<file path="config.mk">
export PLATFORM = sky130hd
export DESIGN_NAME = ptp_bridge_igr_pkt_mux
export DESIGN_NICKNAME = d
export VERILOG_FILES = /design/src/rtl/ptp_bridge_igr_pkt_mux.sv
export SDC_FILE = /design/constraint.sdc
export NUM_CORES = 1
export LEC_CHECK = 0
export CELL_PAD_IN_SITES_DETAIL_PLACEMENT = 2
export CELL_PAD_IN_SITES_GLOBAL_PLACEMENT = 2
export CORE_ASPECT_RATIO = 2
export CORE_MARGIN = 3
export CORE_UTILIZATION = 25
export CTS_CLUSTER_DIAMETER = 120
export DETAILED_ROUTE_END_ITERATION = 10
export PLACE_DENSITY = 0.86
export SLEW_MARGIN = 30
export SYNTH_ARGS = -nofsm -noshare
export SYNTH_HDL_FRONTEND = slang
export SYNTH_SLANG_ARGS = --single-unit
</file>
<file path="constraint.sdc">
create_clock -name clk -period 4.4 [get_ports clk]
set_input_delay 0.88 -clock clk [delete_from_list [all_inputs] [get_ports clk]]
set_output_delay 0.88 -clock clk [all_outputs]
set_load 0.02 [all_outputs]
</file>
<file path="src/rtl/ptp_bridge_igr_pkt_mux.sv">
// rtl/ptp_bridge_igr_pkt_mux.sv - ingress packet mux forwarding one granted port's packet at a time
module ptp_bridge_igr_pkt_mux #(
  parameter int N       = 2,
  parameter int DW      = 64,
  parameter int EW      = 3,
  parameter int N_WIDTH = $clog2(N)
) (
  input  logic                   clk,
  input  logic                   rst,
  input  logic [N_WIDTH-1:0]     gnt,
  input  logic                   gnt_vld,
  output logic                   gnt_in_flight,
  output logic                   gnt_pop,
  input  logic [N-1:0]           in_valid,
  output logic [N-1:0]           in_ready,
  input  logic [N-1:0][DW-1:0]   in_data,
  input  logic [N-1:0]           in_sop,
  input  logic [N-1:0]           in_eop,
  input  logic [N-1:0][EW-1:0]   in_empty,
  output logic                   out_valid,
  output logic                   out_sop,
  output logic                   out_eop,
  output logic [DW-1:0]          out_data,
  output logic [EW-1:0]          out_empty,
  output logic [N_WIDTH-1:0]     out_port,
  input  logic                   out_ready,
  output logic [N-1:0][31:0]     pkt_cnt,
  output logic [N-1:0]           sop_err
);

  typedef enum logic [1:0] {IDLE, XFER, POP} state_t;

  state_t             state, state_next;
  logic [N_WIDTH-1:0] cur_port;
  logic               first_beat;
  logic               grant_take;
  logic               accept;
  logic               acc_sop, acc_eop;

  always_comb begin
    in_ready = '0;
    if (state == XFER && (!out_valid || out_ready))
      in_ready[cur_port] = 1'b1;
  end

  assign accept  = in_ready[cur_port] & in_valid[cur_port];
  assign acc_sop = in_sop[cur_port];
  assign acc_eop = in_eop[cur_port];

  always_comb begin
    state_next = state;
    grant_take = 1'b0;
    case (state)
      IDLE: begin
        if (gnt_vld && !gnt_pop) begin
          state_next = XFER;
          grant_take = 1'b1;
        end
      end
      XFER:    if (accept && acc_eop) state_next = POP;
      POP:     state_next = IDLE;
      default: state_next = IDLE;
    endcase
  end

  always_ff @(posedge clk) begin
    if (rst) begin
      state         <= IDLE;
      cur_port      <= '0;
      first_beat    <= 1'b0;
      gnt_in_flight <= 1'b0;
      gnt_pop       <= 1'b0;
      out_valid     <= 1'b0;
      out_sop       <= 1'b0;
      out_eop       <= 1'b0;
      out_data      <= '0;
      out_empty     <= '0;
      out_port      <= '0;
      pkt_cnt       <= '0;
      sop_err       <= '0;
    end else begin
      state         <= state_next;
      gnt_in_flight <= (state_next != IDLE);
      gnt_pop       <= (state_next == POP);
      if (grant_take) begin
        cur_port   <= gnt;
        first_beat <= 1'b1;
      end
      if (accept) begin
        first_beat <= 1'b0;
        out_valid  <= 1'b1;
        out_sop    <= acc_sop;
        out_eop    <= acc_eop;
        out_data   <= in_data[cur_port];
        out_empty  <= acc_eop ? in_empty[cur_port] : '0;
        out_port   <= cur_port;
        // A missing sop on the first beat or a stray sop mid-packet is flagged but still forwarded
        if (first_beat != acc_sop)
          sop_err[cur_port] <= 1'b1;
        if (acc_eop && pkt_cnt[cur_port] != 32'hFFFF_FFFF)
          pkt_cnt[cur_port] <= pkt_cnt[cur_port] + 32'd1;
      end else if (out_ready) begin
        out_valid <= 1'b0;
      end
    end
  end

endmodule

</file>
# Word-level counts from Yosys, hierarchy flattened
# Cells that the tools add are included.
totals:
  word_cells: 65
  latchBits: 0
  n_memories: 0
  regBits: 143
  ram_bits: 0
  rom_bits: 0
  in_bits: 145
classes:
  muxes: 28
  n_mul: 0
  n_div: 0
  shifts: 0
  n_eq_ne: 4
  addsub: 1
  order_cmp: 2
  n_reduce_logical: 14
  n_bitwise: 2
ops:
  columns: ["op", "count"]
  rows:
  - ["$mux W64", 2]
  - ["$mux W32", 3]
  - ["$bwmux W64", 1]
  - ["$add A32 B1 Y32 const B", 1]
  - ["$demux W32 S1", 1]
  - ["$ne A32 B32 Y1 const B", 1]
  - ["$mux W1", 13]
  - ["$mux W3", 3]
  - ["$mux W2", 3]
  - ["$logic_and A1 B1 Y1", 5]
  - ["$pmux W2 S2", 1]
  - ["$reduce_and A2 Y1", 2]
  - ["$reduce_bool A2 Y1", 2]
  - ["$eq A2 B1 Y1 const B", 1]
  - ["$eq A2 B2 Y1 const B", 1]
  - ["$logic_not A1 Y1", 2]
  - ["$logic_not A2 Y1", 1]
  - ["$lt A1 B2 Y1 const B", 1]
  - ["$or A2 B2 Y2", 1]
  - ["$reduce_or A2 Y1", 1]
  - ["$and A1 B1 Y1", 1]
  - ["$demux W1 S1", 1]
  - ["$ge A1 B1 Y1 const B", 1]
  - ["$logic_or A1 B1 Y1", 1]
  - ["$ne A1 B1 Y1", 1]

# Longest topological paths before layout
# Gate-level depths: netlist (run 1).
depth:
  word_depth: 12
  depth_mapped: 16
  mapped_depth_nobuf: 8

# Worst setup path before layout (run 1)
# Ideal clock, no wire load.
synth_timing:
  kind: "flip-flop to flip-flop"
  start: "register cur_port"
  end: "register pkt_cnt[3] (netlist name)"
  path_stages_with_launch: 16
  slack_ps: 1210
  period_less_slack_ps: 3190
  path_buffers: 7
  t_arrival_ps: 3062
  setup_time_ps: 128
  path_cell_list: "dfxtp_1 > buf_6 > buf_6 > buf_6 > buf_4 > buf_2 > buf_1 > mux2_2 > ha_1 > inv_1 > a2111oi_4 > nand4_4 > clkbuf_1 > o211ai_1 > xor2_1 > nor2_1"
synth_between:
  elab_chain_cells: 9
  word_cells_on_any_way: 22
  classes_between: "add/sub (1); order compare (2); eq/ne (1); mux (14); bitwise (1); reduce/logical (3)"
synth_lines:
  columns: ["element", "line_no", "source"]
  rows:
  - ["start: declaration", "34", "logic [N_WIDTH-1:0] cur_port;"]
  - ["start signal: assignment", "86", "cur_port <= gnt;"]
  - ["branches (longest 9 deep; another with $add A32 B1 Y32)", null, null]
  - ["end signal: indexed assignment", "101", "pkt_cnt[cur_port] <= pkt_cnt[cur_port] + 32'd1;"]
  - ["end: declaration", "27", "output logic [N-1:0][31:0] pkt_cnt,"]
# Parallel ways; which one is timed is not known. The select of a mux whose other input is x is not followed.
# A chain may end at the register's enable or synchronous reset.

# Worst setup path after layout (run 1)
layout_timing:
  start: "register cur_port"
  end: "output port in_ready[0]"
layout_between:
  elab_chain_cells: 5
  word_cells_on_any_way: 6
  classes_between: "order compare (2); mux (3); reduce/logical (1)"
layout_lines:
  columns: ["element", "line_no", "source"]
  rows:
  - ["$lt A1 B2 Y1 (not written as such) / $ge A1 B1 Y1 (equally long branches)", "43", "in_ready[cur_port] = 1'b1;"]
  - ["$logic_and A1 B1 Y1 (not written as such)", "43", null]
  - ["$mux W1 (not written as such)", "43", null]
  - ["$demux W1 S1 *", "43", null]
  - ["$mux W2 *", "42", "if (state == XFER && (!out_valid || out_ready))"]
  - ["end: declaration", "15", "output logic [N-1:0] in_ready,"]
# Every way passes the cells marked *; elsewhere a longest branch is shown, timed or not.

==> summary.txt, run 1 <==
CTS
  • CTS H-tree lvls: 4
  • Reg clk slew, reported paths: 0.06 ns
  • CTS tree: yes
  • Skew-Pair Late Insertion Delay: 0.44 ns
  • Cts bufs inserted: 17
  • Hold buffers post-CTS: 0
  • Clk root buf: clkbuf_16
  • Resize count post-CTS: 0
  • Post-CTS Setup Repair Bufs: 0
  • Clock Sinks: 143
  • Clock Tree Buf Depth: 2

Placed design
  • Placer Congestion: 0.818
  • Port buffer count: 285
  • Dpl hpwl: 22900 microns
  • Area after DPL: 10100 sq um
  • Cells after DPL: 1353

Route
  • Routed length per instance: 21.6 microns
  • Total number of vias: 6976
  • Via density: 5.04
  • Drc violations: 0
  • Pre-antenna DRT Iters: 4
  • Total Wirelength: 29900 microns
  • Initial drt markers: 285
  • Antenna viol nets, final: 0

Global routing
  • M3 GR Usage: 3.47%
  • Initial antenna violation count: 1
  • Grt ovf: 0
  • Met2 Use GR: 39.9%
  • Gr usage total: 19.9%
  • First-pass GRT wire length: 44800 microns
  • Layer with the highest usage: met2
  • Vias in the first global route: 7758
  • Met1 Resource Use GR: 18.7%
  • Largest net degree at the start of global routing: 69

Finish
  • Area Growth Syn to Fin: 54.0%
  • Commonest non-fill, non-tap cells in the layout: 284 x clkdlybuf4s50_1, 142 x dfxtp_1, 104 x nor2_1, 81 x mux2i_1, 68 x a211oi_1
  • Most common cell after layout, fill and taps aside: clkdlybuf4s50_1
  • Nets: 1170
  • Antenna cells: 0
  • Fin cells: 1385
  • Final instance area: 10600 sq um
  • Share of cells above drive strength 1: 6.65%

Timing
  • Crit path time final: 3.64 ns
  • Min Hold Slack: 0.454 ns
  • Endpoints failing setup: 0
  • Tcrit/Tclk final: 82.7%
  • Skew final: 0.0163 ns
  • Hold Fails Final Rpt: 0
  • Unrepaired setup endpoints after global routing: no
  • Worst-margin pin slew: 0.840 ns
  • Setup TNS Final: 0 ns
  • Slew Limit Fails: 0
  • Slew HR: 44.0%
  • Max Freq: 275 MHz

Hold path
  • Worst Hold Launch: out_eop$_SDFFE_PP0P_
  • Hold path cells: 2
  • Hold Crit Class: reg2reg
  • Hold endpoint: out_eop$_SDFFE_PP0P_

Yosys
  • Distinct cell type count of the synthesized netlist: 57
  • Post-Synth Adder-Cell Area: 0.181%
  • Mapped Area: 6910 sq um
  • Post-synth ARST share: 0%
  • Post-synthesis register bit count: 143
  • Simple-gate share of the synthesized area: 18.8%
  • Register area share after synthesis: 41.4%
  • Net count after synthesis: 906
  • Combinational family with the most area after synthesis: simple AND/OR/NAND/NOR gates
  • Post-Syn Area per Cell: 9.09 sq um
  • Mux cell area share after synthesis: 12.4%
  • Ys flop type: dfxtp_1
  • Synth Area in Compound Gates: 18.1%
  • Synthesis Warnings: 0
  • Mapped Cells: 760
  • XOR/XNOR Fraction of Synth Area: 4.56%
  • Number of synthesized flops with an enable pin: 0

Worst setup path
  • Crit path required time: 3.52 ns
  • Worst Path Max Fanout: 48
  • R2R cell count: 9
  • Reg-to-reg critical path endpoint: pkt_cnt[28]$_SDFFE_PP0P_
  • Reg2reg setup slack: 1.12 ns
  • CP Capture Type: output port
  • WP data arrival: 2.76 ns
  • Crit Reg-Reg Startpoint: cur_port$_SDFFE_PP0P_
  • Critical setup path kind: reg2out
  • Worst Setup Start Kind: flop

Power
  • Leakage power: 0.00356 uW
  • Worst vdd ir: 0.259 mV
  • Pwr Total: 3390 uW
  • Total power density per cell area: 318 nW/um^2

Die
  • Core area: 27100 sq um
  • Chip width: 124 microns
  • Initial Util: 25.5%
  • Ports: 286
  • FP Rows: 85
  • Chip height: 241 microns
  • Die area: 29800 sq um

Run status
  • Status: finished clean

Job
  • Max cap viols: 0
## how the worst max path moves through the flow
stage	from	to	slack, ns	cells after the start
floorplan	cur_port$_SDFFE_PP0P_	pkt_cnt[3]$_SDFFE_PP0P_	1.21	15
global placement	out_ready	in_ready[0]	0.86	5
detailed placement	out_ready	in_ready[0]	0.84	5
CTS	cur_port$_SDFFE_PP0P_	in_ready[0]	0.69	4
global route	cur_port$_SDFFE_PP0P_	in_ready[0]	0.63	4
finish	cur_port$_SDFFE_PP0P_	in_ready[0]	0.76	4
## cell type report
class,count,area (sq um)
clock buffers,21,472
clock inverters,11,104
fillers,2950,16500
inverters,8,30.0
multi-input cells,554,3740
flip-flops and latches,143,2870
well taps,348,435
repair buffers,300,2990
## layer usage
metal,up-vias,share of wire [%]
met5,-,0.037
met4,2,4.0
met3,66,3.6
met2,205,58
met1,3419,34
li1,3284,-
## power by group
part           leakage (uW)  switching (uW)  internal (uW)
logic               0.00213             283            297
clock network      0.000268             590            829
registers           0.00116            36.3           1350
total               0.00356             909           2480
## kinds of logic (layout without fill, tap and decap cells)
kind of cell             Yosys count  in the layout
adder cells (fa/ha/maj)            1              1
AND/OR/NAND/NOR                  254            254
buffers and inverters             63            340
multiplexers                      85             85
XOR/XNOR                          36             36
AO/OA/AOI/OAI                    178            178
flip-flops                       143            143
## cells in the mapped netlist, types with 4 or more instances
master / count / area share (%)
mux2_2: 4 / 0.65
or3_1: 10 / 0.91
nand4_1: 6 / 0.54
o21ai_0: 25 / 1.8
nor3_1: 6 / 0.43
xnor2_1: 7 / 0.89
nand2_1: 49 / 2.7
xor2_1: 29 / 3.7
inv_1: 8 / 0.43
dfxtp_1: 143 / 41
nand4b_1: 4 / 0.51
buf_1: 6 / 0.33
o31ai_1: 4 / 0.43
nand3_1: 19 / 1.4
o211ai_1: 18 / 2.0
nand2b_1: 4 / 0.36
mux2i_1: 81 / 12
clkbuf_1: 25 / 1.4
buf_2: 15 / 1.1
a21oi_1: 35 / 2.5
a211oi_1: 68 / 7.4
and3_1: 6 / 0.54
nor2_1: 105 / 5.7
or4_1: 4 / 0.43
nand3b_1: 20 / 2.2
buf_6: 6 / 0.98
o21ai_1: 5 / 0.36
## worst max-delay path, stage by stage (launching register included)
cell	delay (ns)
dfxtp_4	0.51
buf_4	0.32
buf_4	0.67
nor2_1	0.17
clkdlybuf4s50_1	0.59
## metrics by stage
stage                     setup WS (ns)  util [%]
after detailed placement          0.843      37.1
after global routing              0.630      39.2
after CTS                         0.687      39.2
final                             0.761      39.2
after floorplan                    1.21         -
after global placement            0.859      37.1
## flip-flops by register name, summed over array words and instances, names as in the netlist
name           count
first_beat         1
gnt_in_flight      1
out_empty          3
out_eop            1
pkt_cnt           64
sop_err            2
cur_port           1
state              2
out_data          64
out_valid          1
gnt_pop            1
out_port           1
out_sop            1
No activity file was read; power rests on OpenSTA's default activity.
==> run 2, diff against run 1 <==
--- a/config.mk
+++ b/config.mk
@@ -9,10 +9,10 @@
 export CELL_PAD_IN_SITES_GLOBAL_PLACEMENT = 2
 export CORE_ASPECT_RATIO = 2
 export CORE_MARGIN = 3
-export CORE_UTILIZATION = 25
+export CORE_UTILIZATION = 22
 export CTS_CLUSTER_DIAMETER = 120
 export DETAILED_ROUTE_END_ITERATION = 10
-export PLACE_DENSITY = 0.86
+export PLACE_DENSITY = 0.8
 export SLEW_MARGIN = 30
 export SYNTH_ARGS = -nofsm -noshare
 export SYNTH_HDL_FRONTEND = slang
==> constraint.sdc (replaced) <==
create_clock -name clk -period 3 [get_ports clk]
set_input_delay 0.6 -clock clk [delete_from_list [all_inputs] [get_ports clk]]
set_output_delay 0.6 -clock clk [all_outputs]
set_load 0.02 [all_outputs]
==> run 2 against run 1 <==
  * Clock skew is 0.0077 ns lower
  * Hold slack worse by 0.0051 ns
  * Final area is 2.6% higher
  * Clock power is 57% higher
  * Via count is 0.16% higher
  * Routed wire length is 1.1% higher
  * Register-to-register slack worse by 0.90 ns
  * Sequential share of layout area is 0.69 points lower
  * Highest routed layer is now met4
==> summary.txt, run 2 (synthesis results as in run 1) <==
Die
  • Core area: 30900 sq um
  • FP Rows: 91
  • Chip width: 131 microns
  • Ports: 286
  • Initial Util: 22.4%
  • Die area: 33700 sq um
  • Chip height: 257 microns

Timing
  • Slew HR: 55.2%
  • Crit path time final: 2.83 ns
  • Tcrit/Tclk final: 94.4%
  • Max Freq: 353 MHz
  • Slew Limit Fails: 0
  • Unrepaired setup endpoints after global routing: no
  • Endpoints failing setup: 0
  • Skew final: 0.00857 ns
  • Setup TNS Final: 0 ns
  • Worst-margin pin slew: 0.672 ns
  • Hold Fails Final Rpt: 0

CTS
  • Clock Tree Buf Depth: 2
  • Reg clk slew, reported paths: 0.06 ns
  • Clk root buf: clkbuf_16
  • CTS tree: yes
  • Clock Sinks: 143
  • Cts bufs inserted: 17
  • CTS H-tree lvls: 4
  • Skew-Pair Late Insertion Delay: 0.43 ns
  • Hold buffers post-CTS: 0

Power
  • Worst vdd ir: 0.358 mV
  • Total power density per cell area: 469 nW/um^2
  • Pwr Total: 5120 uW
  • Leakage power: 0.00367 uW

Finish
  • Register area: 2870 sq um
  • Commonest non-fill, non-tap cells in the layout: 284 x clkdlybuf4s50_1, 142 x dfxtp_1, 104 x nor2_1, 81 x mux2i_1, 68 x a211oi_1
  • Share of cells above drive strength 1: 8.39%
  • Fillers: 3391
  • Area of the multi-input gates: 3770 sq um
  • Top flop regs: out_data x64, pkt_cnt x64, out_empty x3
  • Most common cell after layout, fill and taps aside: clkdlybuf4s50_1
  • Nets: 1183
  • Area Growth Syn to Fin: 58.0%

Global routing
  • Largest net degree at the start of global routing: 89
  • Initial antenna violation count: 1
  • Vias in the first global route: 7809
  • First-pass GRT wire length: 47200 microns
  • Grt ovf: 0
  • Gr usage total: 18.1%

Worst setup path
  • CP Capture Type: output port
  • Slowest-stage cell, CP: clkdlybuf4s50_1
  • Cell mode on critical path: clkdlybuf4s50_1
  • Worst Setup Start Kind: input port
  • Max incr delay on CP: 0.62 ns
  • Crit Reg-Reg Startpoint: cur_port$_SDFFE_PP0P_
  • WP buf/inv: 2
  • Reg-to-reg critical path endpoint: pkt_cnt[63]$_SDFFE_PP0P_
  • Critical setup path kind: in2out
  • Sequence of cells on the critical path: clkdlybuf4s50_1 > nand2b_1 > nand3b_1 > nor2_1 > clkdlybuf4s50_1
  • Worst Path Max Fanout: 5
  • Critical path's top delay family: buffers and inverters
  • WP data arrival: 2.23 ns
  • R2R cell count: 7
  • Crit path required time: 2.40 ns
  • Reg2reg setup slack: 0.22 ns

Hold path
  • Hold endpoint: out_eop$_SDFFE_PP0P_
  • Hold path cells: 2
  • Worst Hold Launch: out_eop$_SDFFE_PP0P_
  • Hold Crit Class: reg2reg

Run status
  • Status: finished clean

Route
  • Routed length per instance: 20.6 microns
  • Total number of vias: 6987
  • Via density: 4.76
  • Drc violations: 0
  • Initial drt markers: 285
  • Pre-antenna DRT Iters: 5
  • Total Wirelength: 30300 microns
  • Antenna viol nets, final: 0

Placed design
  • Port buffer count: 285
  • Placer Congestion: 0.800
  • Dpl hpwl: 23400 microns

Job
  • Max cap viols: 0
## run 2: per-stage QoR
stage | utilization, % | worst slack [ns] | hold WS, ns | cells | cell area [sq um]
finish | 35.4 | 0.167 | 0.449 | 1468 | 10900
global route | 35.4 | 0.0339 | 0.490 | 1468 | 10900
CTS | 35.4 | 0.0628 | 0.456 | 1467 | 10900
detailed placement | 33.4 | 0.0882 | 0.445 | 1436 | 10300
global placement | 33.4 | 0.142 | 0.430 | 1436 | 10300
floorplan | - | 0.00193 | 0.455 | 760 | 6970
## run 2: how the worst max path moves through the flow
| stage | cells after the start | to | slack [ns] | start |
|---|---|---|---|---|
| finish | 5 | in_ready[1] | 0.17 | out_ready |
| global route | 7 | pkt_cnt[63]$_SDFFE_PP0P_ | 0.03 | cur_port$_SDFFE_PP0P_ |
| CTS | 4 | in_ready[1] | 0.06 | cur_port$_SDFFE_PP0P_ |
| global placement | 8 | pkt_cnt[29]$_SDFFE_PP0P_ | 0.14 | out_ready |
| floorplan | 16 | pkt_cnt[5]$_SDFFE_PP0P_ | 0.002 | cur_port$_SDFFE_PP0P_ |
| detailed placement | 8 | pkt_cnt[29]$_SDFFE_PP0P_ | 0.09 | out_ready |
## run 2: timing repair
action / 4_1_cts / 5_1_grt
pin swaps: 0 / 0
endpoints found under the setup margin: 1 / 1
buffers inserted: 0 / 0
resized for setup: 2 / 1
hold endpoints to repair: 0 / 0
## run 2: final cells by class
type	count	share of cell area, %
multi-input cells	554	34.5
flip-flops and latches	143	26.3
clock inverters	10	1.25
repair buffers	313	28.6
clock buffers	21	4.31
diodes	1	0.0229
inverters	8	0.275
well taps	418	4.79
## run 2: per-layer routing
layer | up-vias | wire length [microns] | GRT usage [%]
met5 | - | 0 | 0
met4 | 0 | 1030 | 7.36
met3 | 48 | 1100 | 3.95
met2 | 193 | 17700 | 36.7
met1 | 3451 | 10400 | 17.1
li1 | 3295 | - | -
## run 2: report_power, final
group / internal, uW / total [uW] / switching, uW
registers: 1980 / 2030 / 51.1
logic: 443 / 859 / 416
clock network: 1370 / 2230 / 859
## run 2: worst register-to-register path, cell delays in order, from the launching register on
cell and delay [ns]:
dfxtp_4 0.51, buf_4 0.34, mux2i_1 0.14, a21oi_1 0.40, nand4_1 0.47, nor3b_1 0.48
xor2_1 0.22, o21ai_0 0.10
